**src/rtl/sample_player.sv**
```systemverilog
// sample_player: sample-rate strobe, address-window walker and BRAM latency absorber for audio playback.
// Optional SAMPLE_PLAYER_GAIN_EN adds a 4-bit saturating gain stage (gain=4 is unity).
module sample_player #(
  parameter int DATA_W = 8,
  parameter int ADDR_W = 8,
  parameter int DIV    = 12500,
  parameter int RD_LAT = 1
) (
  input  logic              CLK100MHZ,
  input  logic              reset,
  input  logic              start,
  input  logic              stop,
  input  logic              loop,
  input  logic [ADDR_W-1:0] start_addr,
  input  logic [ADDR_W-1:0] end_addr,
  output logic              bram_en,
  output logic [ADDR_W-1:0] bram_addr,
  input  logic [DATA_W-1:0] bram_dout,
`ifdef SAMPLE_PLAYER_GAIN_EN
  input  logic [3:0]        gain,
`endif
  output logic              tick,
  output logic [DATA_W-1:0] sample,
  output logic              sample_valid,
  output logic              busy,
  output logic              done
);
  localparam int DIV_W = $clog2(DIV);
  typedef enum logic [1:0] {IDLE, PLAY, DRAIN} state_t;
  state_t            r_state, w_next;
  logic [DIV_W-1:0]  r_div;
  logic [ADDR_W-1:0] r_addr, r_start, r_end, r_last;
  logic              r_loop, r_valid, r_done;
  logic [RD_LAT-1:0] r_pipe;
  logic [DATA_W-1:0] r_sample;
  logic              w_wrap, w_tick, w_accept, w_at_end, w_empty, w_exit;
  assign w_wrap   = r_div == DIV_W'(DIV - 1);
  assign w_tick   = r_state == PLAY && w_wrap;
  assign w_accept = r_state == IDLE && start && !stop;
  assign w_at_end = r_addr == r_end;
  assign w_exit   = r_pipe[RD_LAT-1];
  always_comb begin
    w_next = r_state;
    w_next = w_accept ? PLAY :
             (r_state == PLAY && (stop || (w_tick && w_at_end && !r_loop))) ? DRAIN :
             (r_state == DRAIN && w_empty) ? IDLE : r_state;
  end
  always_ff @(posedge CLK100MHZ or posedge reset) begin
    if (reset) begin
      r_state <= IDLE;
      r_div   <= '0;
      r_addr  <= '0;
      r_start <= '0;
      r_end   <= '0;
      r_last  <= '0;
      r_loop  <= 1'b0;
      r_pipe  <= '0;
      r_done  <= 1'b0;
    end else begin
      r_state <= w_next;
      // Loading DIV-1 on start makes the first tick land in the first PLAY cycle.
      r_div   <= w_accept ? DIV_W'(DIV - 1) : (w_next != PLAY || w_wrap) ? '0 : r_div + 1'b1;
      r_pipe  <= RD_LAT'({r_pipe, w_tick});
      r_done  <= r_state == DRAIN && w_empty;
      if (w_accept) begin
        r_start <= start_addr;
        r_end   <= end_addr;
        r_loop  <= loop;
        r_addr  <= start_addr;
      end else if (w_tick) begin
        r_addr <= (w_at_end && r_loop) ? r_start : r_addr + 1'b1;
        r_last <= r_addr;
      end
    end
  end
`ifdef SAMPLE_PLAYER_GAIN_EN
  logic [DATA_W+1:0] w_scaled;
  logic [DATA_W-1:0] r_gs;
  logic              r_gv;
  assign w_scaled = (DATA_W+2)'(((DATA_W+4)'(bram_dout) * (DATA_W+4)'(gain)) >> 2);
  assign w_empty  = r_pipe == '0 && !r_gv;
  always_ff @(posedge CLK100MHZ or posedge reset) begin
    if (reset) begin
      r_gs     <= '0;
      r_gv     <= 1'b0;
      r_sample <= '0;
      r_valid  <= 1'b0;
    end else begin
      r_gv    <= w_exit;
      r_valid <= r_gv;
      if (w_exit) r_gs <= |w_scaled[DATA_W+1:DATA_W] ? '1 : w_scaled[DATA_W-1:0];
      if (r_gv) r_sample <= r_gs;
    end
  end
`else
  assign w_empty = r_pipe == '0;
  always_ff @(posedge CLK100MHZ or posedge reset) begin
    if (reset) begin
      r_sample <= '0;
      r_valid  <= 1'b0;
    end else begin
      r_valid <= w_exit;
      if (w_exit) r_sample <= bram_dout;
    end
  end
`endif
  assign tick         = w_tick;
  assign bram_en      = w_tick;
  assign bram_addr    = w_tick ? r_addr : r_last;
  assign sample       = r_sample;
  assign sample_valid = r_valid;
  assign busy         = r_state != IDLE;
  assign done         = r_done;
endmodule

```
**config.mk**
```make
export PLATFORM = sky130hd
export DESIGN_NAME = sample_player
export DESIGN_NICKNAME = d
export VERILOG_FILES = /design/src/rtl/sample_player.sv
export SDC_FILE = /design/constraint.sdc
export NUM_CORES = 1
export LEC_CHECK = 0
export BUFFER_PORTS_ARGS = -buffer_cell sky130_fd_sc_hd__buf_2
export CORE_MARGIN = 4
export CORE_UTILIZATION = 50
export DETAILED_ROUTE_END_ITERATION = 6
export GPL_ROUTABILITY_DRIVEN = 0
export GPL_TIMING_DRIVEN = 0
export PLACE_DENSITY = 0.75
export SYNTH_ARGS = -nofsm -noshare
export SYNTH_HDL_FRONTEND = slang
export SYNTH_SLANG_ARGS = --single-unit
```
**constraint.sdc**
```tcl
create_clock -name CLK100MHZ -period 2 [get_ports CLK100MHZ]
set_clock_uncertainty 0.05 [all_clocks]
set_input_delay 0 -clock CLK100MHZ [delete_from_list [all_inputs] [get_ports CLK100MHZ]]
set_output_delay 0 -clock CLK100MHZ [all_outputs]
set_load 0.02 [all_outputs]
```
# After elaboration in Yosys (flattened, before gate mapping)

Index checks and enable logic that the tools add are counted.

Input bits: 29
Output and inout bits: 21
Bits in registers: 60
Word-level logic and storage cells: 43

Mux-type cells: 9
Equality and inequality tests: 5
Reduce and logical (&&, ||, !) cells: 15
Bitwise logic cells: 1
Add/subtract/negate cells: 2

Operators by type and width:

| kind                                                  | count |
|---|---|
| 2-to-1 mux 8 bit                                      | 4 |
| 2-to-1 mux 14 bit                                     | 2 |
| adder 14 x 1 -> 14 bit, second input constant         | 1 |
| == test 14 bit, second input constant                 | 1 |
| adder 8 x 1 -> 8 bit, second input constant           | 1 |
| == test 8 bit                                         | 1 |
| logical AND 1 bit                                     | 8 |
| 2-to-1 mux 2 bit                                      | 3 |
| nonzero test 2 bit                                    | 2 |
| == test 2 x 1 -> 1 bit, second input constant         | 1 |
| == test 2 bit, second input constant                  | 1 |
| logical NOT 1 bit                                     | 2 |
| logical NOT 2 bit                                     | 1 |
| logical OR 1 bit                                      | 2 |
| inequality test 2 x 1 -> 1 bit, second input constant | 1 |
| NOT 1 bit                                             | 1 |

# Longest topological paths before layout

Gate-level depths: netlist of run 1.

Depth after elaboration: 12
Mapped depth: 7

# Worst setup path before layout of run 1

Ideal clock, no wire load.

Path type: flip-flop to output port
Start point: register r_div[10]
End point: output port bram_addr[0]
Stages on the path, launching flop included: 6
Data required time: 1.950 ns
Arrival time: 1.764 ns
Setup slack: 0.186 ns
Cell sequence: dfrtp_1 and4bb_2 and4bb_2 nand4b_1 clkbuf_1 o21ai_0

Word-level cells in the longest chain between the ends: 3

RTL lines:

| what                   | RTL line | RTL |
|---|---|---|
| from (decl)            | 31       | `logic [DIV_W-1:0] r_div;` |
| from (signal assigned) | 62       | `r_div <= w_accept ? DIV_W'(DIV - 1) : (w_next != PLAY \|\| w_wrap) ? '0 : r_div + 1'b1;` |
| == test 14 bit         | 37       | `assign w_wrap = r_div == DIV_W'(DIV - 1);` |
| logical AND 1 bit      | 38       | `assign w_tick = r_state == PLAY && w_wrap;` |
| 2-to-1 mux 8 bit       | -        |  |
| to (decl)              | 17       | `output logic [ADDR_W-1:0] bram_addr,` |

No other way between the ends.

# Final worst setup path of run 1

Start point: register r_div[10]
End point: output port bram_addr[4]

Same word-level chain as after synthesis.

==> flow_summary.yaml, run 1 <==
timing:
  setup-violations-final: 9
  fin_ws_ns: -0.1370
  maxSlewViolCount: 0
  fin_crit_sh_pct: 106.9
  post-route-min-period_ns: 2.137
  slew_headroom_pct: 65.28
  fmax_mhz: 467.9
  setup_tns_ns: -0.9403
  grt_setup_unrepaired: "true"
  worst_pin_slew_ns: 0.5208
  finalHoldViolCount: 0
routing:
  vias: 2499
  drt_iter0_drc: 119
  antenna_left: 0
  first_pass_iters: 6
  wl_per_cell_um: 15.74
  drc_errors: 0
  wl_mm: 7.130
  vias_per_cell: 5.517
cts:
  clock_latency_ns: 0.34
  cts_tree: "yes"
  numCtsBuffers: 9
  clockRootBuffer: "clkbuf_8"
  clk_pin_slew_ns: 0.07
  clock_path_buffers: 2
  htreeDepth: 3
  cts.sinks: 60
logic_synthesis:
  synth-async-reset-ratio_pct: 100.0
  netlist_instances: 274
  yosysTopAreaCell: "dfrtp_1"
  yosys-top-cells-area: "dfrtp_1 (52%), mux2_2 (8.6%), nand2_1 (5.8%), xor2_1 (5.8%), mux2i_1 (2.4%)"
  synth-edff-count: 0
  synth-seq-cells: 60
  yosys.area.top_type_share_pct: 51.90
  ys.flop_type: "dfrtp_1"
  syn_area_sq_um: 2893
  ys.warnings.count: 0
  syn-num-nets: 305
  syn_area_per_cell_sq_um: 10.56
  ys_types: 41
  seq_area_frac_synth_pct: 51.90
floorplan:
  core_sq_um: 5574
  rows: 27
  initial_utilization_pct: 51.90
  die_h_um: 84.06
  die_w_um: 84.06
  dieArea_sq_um: 7066
  io_pins: 50
global_route:
  grt_usage_pct: 20.25
  grt_max_degree: 41
  antenna_found_initial: 0
  grt_overflow: 0
  grt_pass1_vias: 2432
  grt_pass1_wl_mm: 11.41
worst_setup_path:
  cp.arrival_ns: 2.09
  crit_required_ns: 1.95
  setup.worst_path.end_class: "output port"
  crit_type: "reg -> out"
  crit_path_start_kind: "flip-flop"
  cp_max_fo: 5
cells_and_area:
  antennaDiodeCount: 0
  drive_gt1_share_pct: 35.70
  nets: 407
  syn2layout_area_growth_pct: 37.63
  layout_common_cells: "dfrtp_1 (56), buf_2 (45), nand2_1 (44), dlygate4sd3_1 (27), mux2_2 (20)"
  final_common_cell: "dfrtp_1"
run_status:
  outcome: "complete, but fails checks"
  failed_checks: "negative setup slack"
min_path:
  min_path_type: "in -> async"
pwr:
  ir_drop_mv: 0.4786
  p_leak_nw: 1.985
  powerDensity_nw_per_um2: 870.9
  power.total_mw: 3.467
job:
  maxCapViolCount: 0
placement:
  port_buffers: 49
  dp_hpwl_mm: 4.367
state kept, by name, summed over array words and instances (netlist names):
register and cells:
done 1, r_addr 8, r_div 14, r_end 8, r_last 8, r_loop 1
r_pipe 1, r_start 8, r_state 2, sample 8, sample_valid 1
kinds of logic after synthesis:
group / after synthesis / synth area share [%]
and+or+nand+nor: 107 / 19.38
muxes: 29 / 10.99
AOI/OAI and AO/OA: 33 / 6.964
adders and majority gates: 2 / 0.8649
DFF: 60 / 51.90
buffers and inverters: 21 / 3.244
xor gates and xnor gates: 22 / 6.661
worst max-delay path: stages, from the launching register on:
cell and delay [ns]:
dfrtp_1 0.39, and4bb_2 0.31, and4bb_2 0.22, nand4b_1 0.11, buf_6 0.15, buf_6 0.12, mux2_4 0.31, buf_6 0.14
layer usage:
layer | GRT usage [%] | routed length (um)
met1 | 25.95 | 3055
met2 | 32.71 | 3422
met3 | 5.133 | 507
met4 | 8.041 | 145
met5 | 0 | 0
worst paths after layout:
path	from	to	slack, ns	depth (start not counted)
setup / recovery	r_div[10]	bram_addr[4]	-0.14	7
hold / removal	reset	r_start[0]	0.16	3
setup reg to reg	r_div[10]	r_addr[5]	-0.06	8
hold reg to reg	r_pipe	sample_valid	0.34	0
max in group asynchronous	reset	r_state[0]	1.16	4
min in group CLK100MHZ	start	r_start[7]	0.25	4
report_power, final:
| group | total, mW | switching [mW] | leakage (nW) | internal, mW |
|---|---|---|---|---|
| Clock | 1.06 | 0.494 | 0.0910 | 0.567 |
| Combinational | 0.743 | 0.379 | 1.12 | 0.364 |
| Sequential | 1.66 | 0.237 | 0.777 | 1.43 |
area by class of cell:
type,instances,area (sq um)
plain buffers,14,97.59
clock buffers,9,123.9
clock inverters,7,67.56
fillers,415,1593
inverters,6,22.52
multi-input cells,193,1374
flip-flops and latches,60,1506
well taps,72,90.09
repair buffers,92,699.4
through the flow:
stage / cell area (sq um) / worst slack (ns) / hold WS [ns] / util (%) / std cells
final: 3981 / -0.1370 / 0.1609 / 71.43 / 453
after CTS: 3899 / -0.1043 / 0.1724 / 69.94 / 449
after detailed placement: 3248 / -0.1596 / -0.01293 / 58.27 / 396
after global routing: 3981 / -0.1854 / 0.2044 / 71.43 / 453
after floorplan: 2893 / 0.1862 / 0.05544 / - / 274
after global placement: 3228 / -0.2613 / 0.1444 / 57.91 / 395
what timing repair did:
action                                  4_1_cts  5_1_grt
resized for setup                            34       20
pin swaps                                     5        6
setup buffers                                10        5
cloned                                        0        1
endpoints found under the setup margin       44       29
hold buffers                                 27        0
endpoints found under the hold margin        54        0
Yosys cell counts (2+ instances only):
| cell | instances |
|---|---|
| a21o_1 | 4 |
| a222oi_1 | 2 |
| a31oi_1 | 5 |
| and2_1 | 6 |
| and3_1 | 6 |
| and4bb_2 | 2 |
| buf_2 | 6 |
| buf_4 | 2 |
| clkbuf_1 | 7 |
| dfrtp_1 | 60 |
| ha_1 | 2 |
| inv_1 | 6 |
| mux2_2 | 22 |
| mux2i_1 | 7 |
| nand2_1 | 45 |
| nand3_1 | 10 |
| nand4_1 | 5 |
| nor2_1 | 10 |
| nor3_1 | 4 |
| nor3b_1 | 2 |
| nor4b_1 | 3 |
| o211ai_1 | 3 |
| o21ai_0 | 14 |
| o21ai_1 | 3 |
| or2_2 | 2 |
| xnor2_1 | 3 |
| xor2_1 | 19 |
(Power assumes the default switching activity.)
==> run 2, diff against run 1 <==
==> config.mk (replaced) <==
export PLATFORM = sky130hd
export DESIGN_NAME = sample_player
export DESIGN_NICKNAME = d
export VERILOG_FILES = /design/src/rtl/sample_player.sv
export SDC_FILE = /design/constraint.sdc
export NUM_CORES = 1
export LEC_CHECK = 0
export CAP_MARGIN = 20
export CORE_MARGIN = 4
export CORE_UTILIZATION = 50
export DETAILED_ROUTE_END_ITERATION = 6
export DONT_BUFFER_PORTS = 1
export GPL_ROUTABILITY_DRIVEN = 0
export GPL_TIMING_DRIVEN = 0
export PLACE_DENSITY = 0.68
export SYNTH_ARGS = -nofsm -noshare
export SYNTH_HDL_FRONTEND = slang
export SYNTH_SLANG_ARGS = --single-unit
==> run 2 against run 1 <==
Against the previous run: the flow still finishes with violations (negative setup slack); cell count down 7.5%; maximum frequency rose by 4.4%; clock power hardly changed; non-clock buffer count decreased by 34; core utilization is 2.8 points lower; die area is the same; critical path depth fell by 1; power barely moved; design area shrank 3.9%; combinational power is essentially flat; global-route usage fell by 0.14 points; register-to-register slack better by 0.06 ns; critical path type unchanged.
==> flow_summary.yaml, run 2 (synthesis gave the netlist of run 1 again) <==
timing:
  maxSlewViolCount: 0
  slew_headroom_pct: 63.99
  fmax_mhz: 488.5
  fin_crit_sh_pct: 102.4
  post-route-min-period_ns: 2.047
  worst_pin_slew_ns: 0.5393
  setup-violations-final: 8
  finalHoldViolCount: 0
  grt_setup_unrepaired: "true"
  fin_ws_ns: -0.04727
cts:
  clockRootBuffer: "clkbuf_8"
  clk_pin_slew_ns: 0.07
  cts.sinks: 60
  cts_tree: "yes"
  numCtsBuffers: 9
  clock_latency_ns: 0.34
  htreeDepth: 3
  clock_path_buffers: 2
min_path:
  min_path_type: "in -> reg"
  min_to: "r_addr[7]"
  hold_path_depth: 4
  hp-start: "stop"
pwr:
  p_leak_nw: 1.837
  ir_drop_mv: 0.4779
  powerDensity_nw_per_um2: 906.6
worst_setup_path:
  reg2reg_slack_ns: 0
  crit_required_ns: 1.95
  crit_path_start_kind: "flip-flop"
  crit_type: "reg -> out"
  path_cells: "and4bb_2, and4bb_2, nand4b_1, buf_6, buf_6, mux2_4"
  cp.arrival_ns: 2.00
  r2r-end: "r_addr[5]"
  setup.worst_path.end_class: "output port"
  cp_max_fo: 5
  ff2ff_path_depth: 8
  cpPeakStageDelay_ns: 0.39
  slowest_stage: "dfrtp_1"
  r2r_start: "r_div[10]"
routing:
  wl_mm: 7.093
  first_pass_iters: 4
  drc_errors: 0
  drt_iter0_drc: 131
  vias_per_cell: 5.594
  vias: 2344
  wl_per_cell_um: 16.93
  antenna_left: 0
cells_and_area:
  antennaDiodeCount: 0
  fin_util_pct: 68.66
  final_common_cell: "dfrtp_1"
  top_register: "r_div"
  fillCellCount: 437
  stdcell_area_sq_um: 3827
  syn2layout_area_growth_pct: 32.31
  layout_common_cells: "dfrtp_1 (56), nand2_1 (44), buf_4 (27), dlygate4sd3_1 (27), mux2_2 (20)"
  drive_gt1_share_pct: 28.82
  nets: 373
  largest_reg_flops: 14
floorplan:
  initial_utilization_pct: 51.90
  rows: 27
  dieArea_sq_um: 7066
  core_sq_um: 5574
  die_h_um: 84.06
  die_w_um: 84.06
  io_pins: 50
global_route:
  grt_pass1_vias: 2319
  grt_max_degree: 38
  grt_pass1_wl_mm: 11.27
  grt_overflow: 0
  antenna_found_initial: 0
  grt_usage_pct: 20.11
run_status:
  outcome: "complete, but fails checks"
  failed_checks: "negative setup slack"
placement:
  placed_area_sq_um: 3003
  dp_hpwl_mm: 4.143
  port_buffers: 0
job:
  maxCapViolCount: 0
[run 2: cell types whose count changed in the layout (fill, tap and decap cells not counted), sizes merged]
cell	delta
buf	-34
[run 2: how the worst max path moves through the flow]
stage              start            to  cells past startpoint
6_report       r_div[10]  bram_addr[6]                      6
3_5_place_dp    r_div[0]     r_div[12]                      6
4_1_cts        r_div[11]  bram_addr[6]                      5
3_3_place_gp    r_div[0]     r_div[12]                      6
2_1_floorplan  r_div[10]  bram_addr[0]                      5
5_1_grt        r_div[10]     r_addr[5]                      8
[run 2: cell type report]
type | count | area (sq um) | area share (%)
multi-input combinational | 193 | 1398 | 36.52
timing repair buffer | 57 | 513.0 | 13.40
tap | 72 | 90.09 | 2.354
inverter | 6 | 25.02 | 0.6538
sequential | 60 | 1506 | 39.36
clock buffer | 9 | 123.9 | 3.236
buffer | 15 | 103.9 | 2.713
clock inverter | 7 | 67.56 | 1.765
[run 2: timing repair]
item,4_1_cts,5_1_grt
endpoints found under the setup margin,44,43
gates resized for setup,19,23
buffers inserted,13,16
endpoints found under the hold margin,99,0
cloned,0,1
pin swaps,3,14
hold buffers,27,0
[run 2: metrics by stage]
stage / TNS (ns) / power [mW] / instances / setup slack, ns / hold WS (ns)
after detailed placement: -2.796 / 2.219 / 347 / -0.1890 / -0.09477
after floorplan: 0 / 2.056 / 274 / 0.1862 / 0.05544
after global routing: -0.9671 / 3.659 / 419 / -0.1015 / 0.08509
after CTS: -0.9527 / 3.354 / 403 / -0.1130 / 0.05037
final: -0.2921 / 3.470 / 419 / -0.04727 / 0.08145
after global placement: -13.52 / 2.191 / 346 / -0.2008 / 0.05945
[run 2: worst max-delay path, delay by kind of cell, from the launching register on]
| kind | cells | cell delay, ns |
|---|---|---|
| and+or+nand+nor | 3 | 0.64 |
| muxes | 1 | 0.34 |
| DFF | 1 | 0.39 |
| buffers and inverters | 2 | 0.29 |
[run 2: metal layers]
| metal | vias up | share of wire (%) | global-route usage [%] |
|---|---|---|---|
| met2 | 89 | 48 | 31.35 |
| met5 | - | 0 | 0 |
| met4 | 0 | 2.5 | 8.333 |
| met1 | 1154 | 43 | 26.16 |
| li1 | 1085 | - | - |
| met3 | 16 | 6.4 | 5.824 |
[run 2: report_power, final]
group | internal, mW | switching, mW
logic | 0.356 | 0.387
clock network | 0.567 | 0.502
registers | 1.43 | 0.233
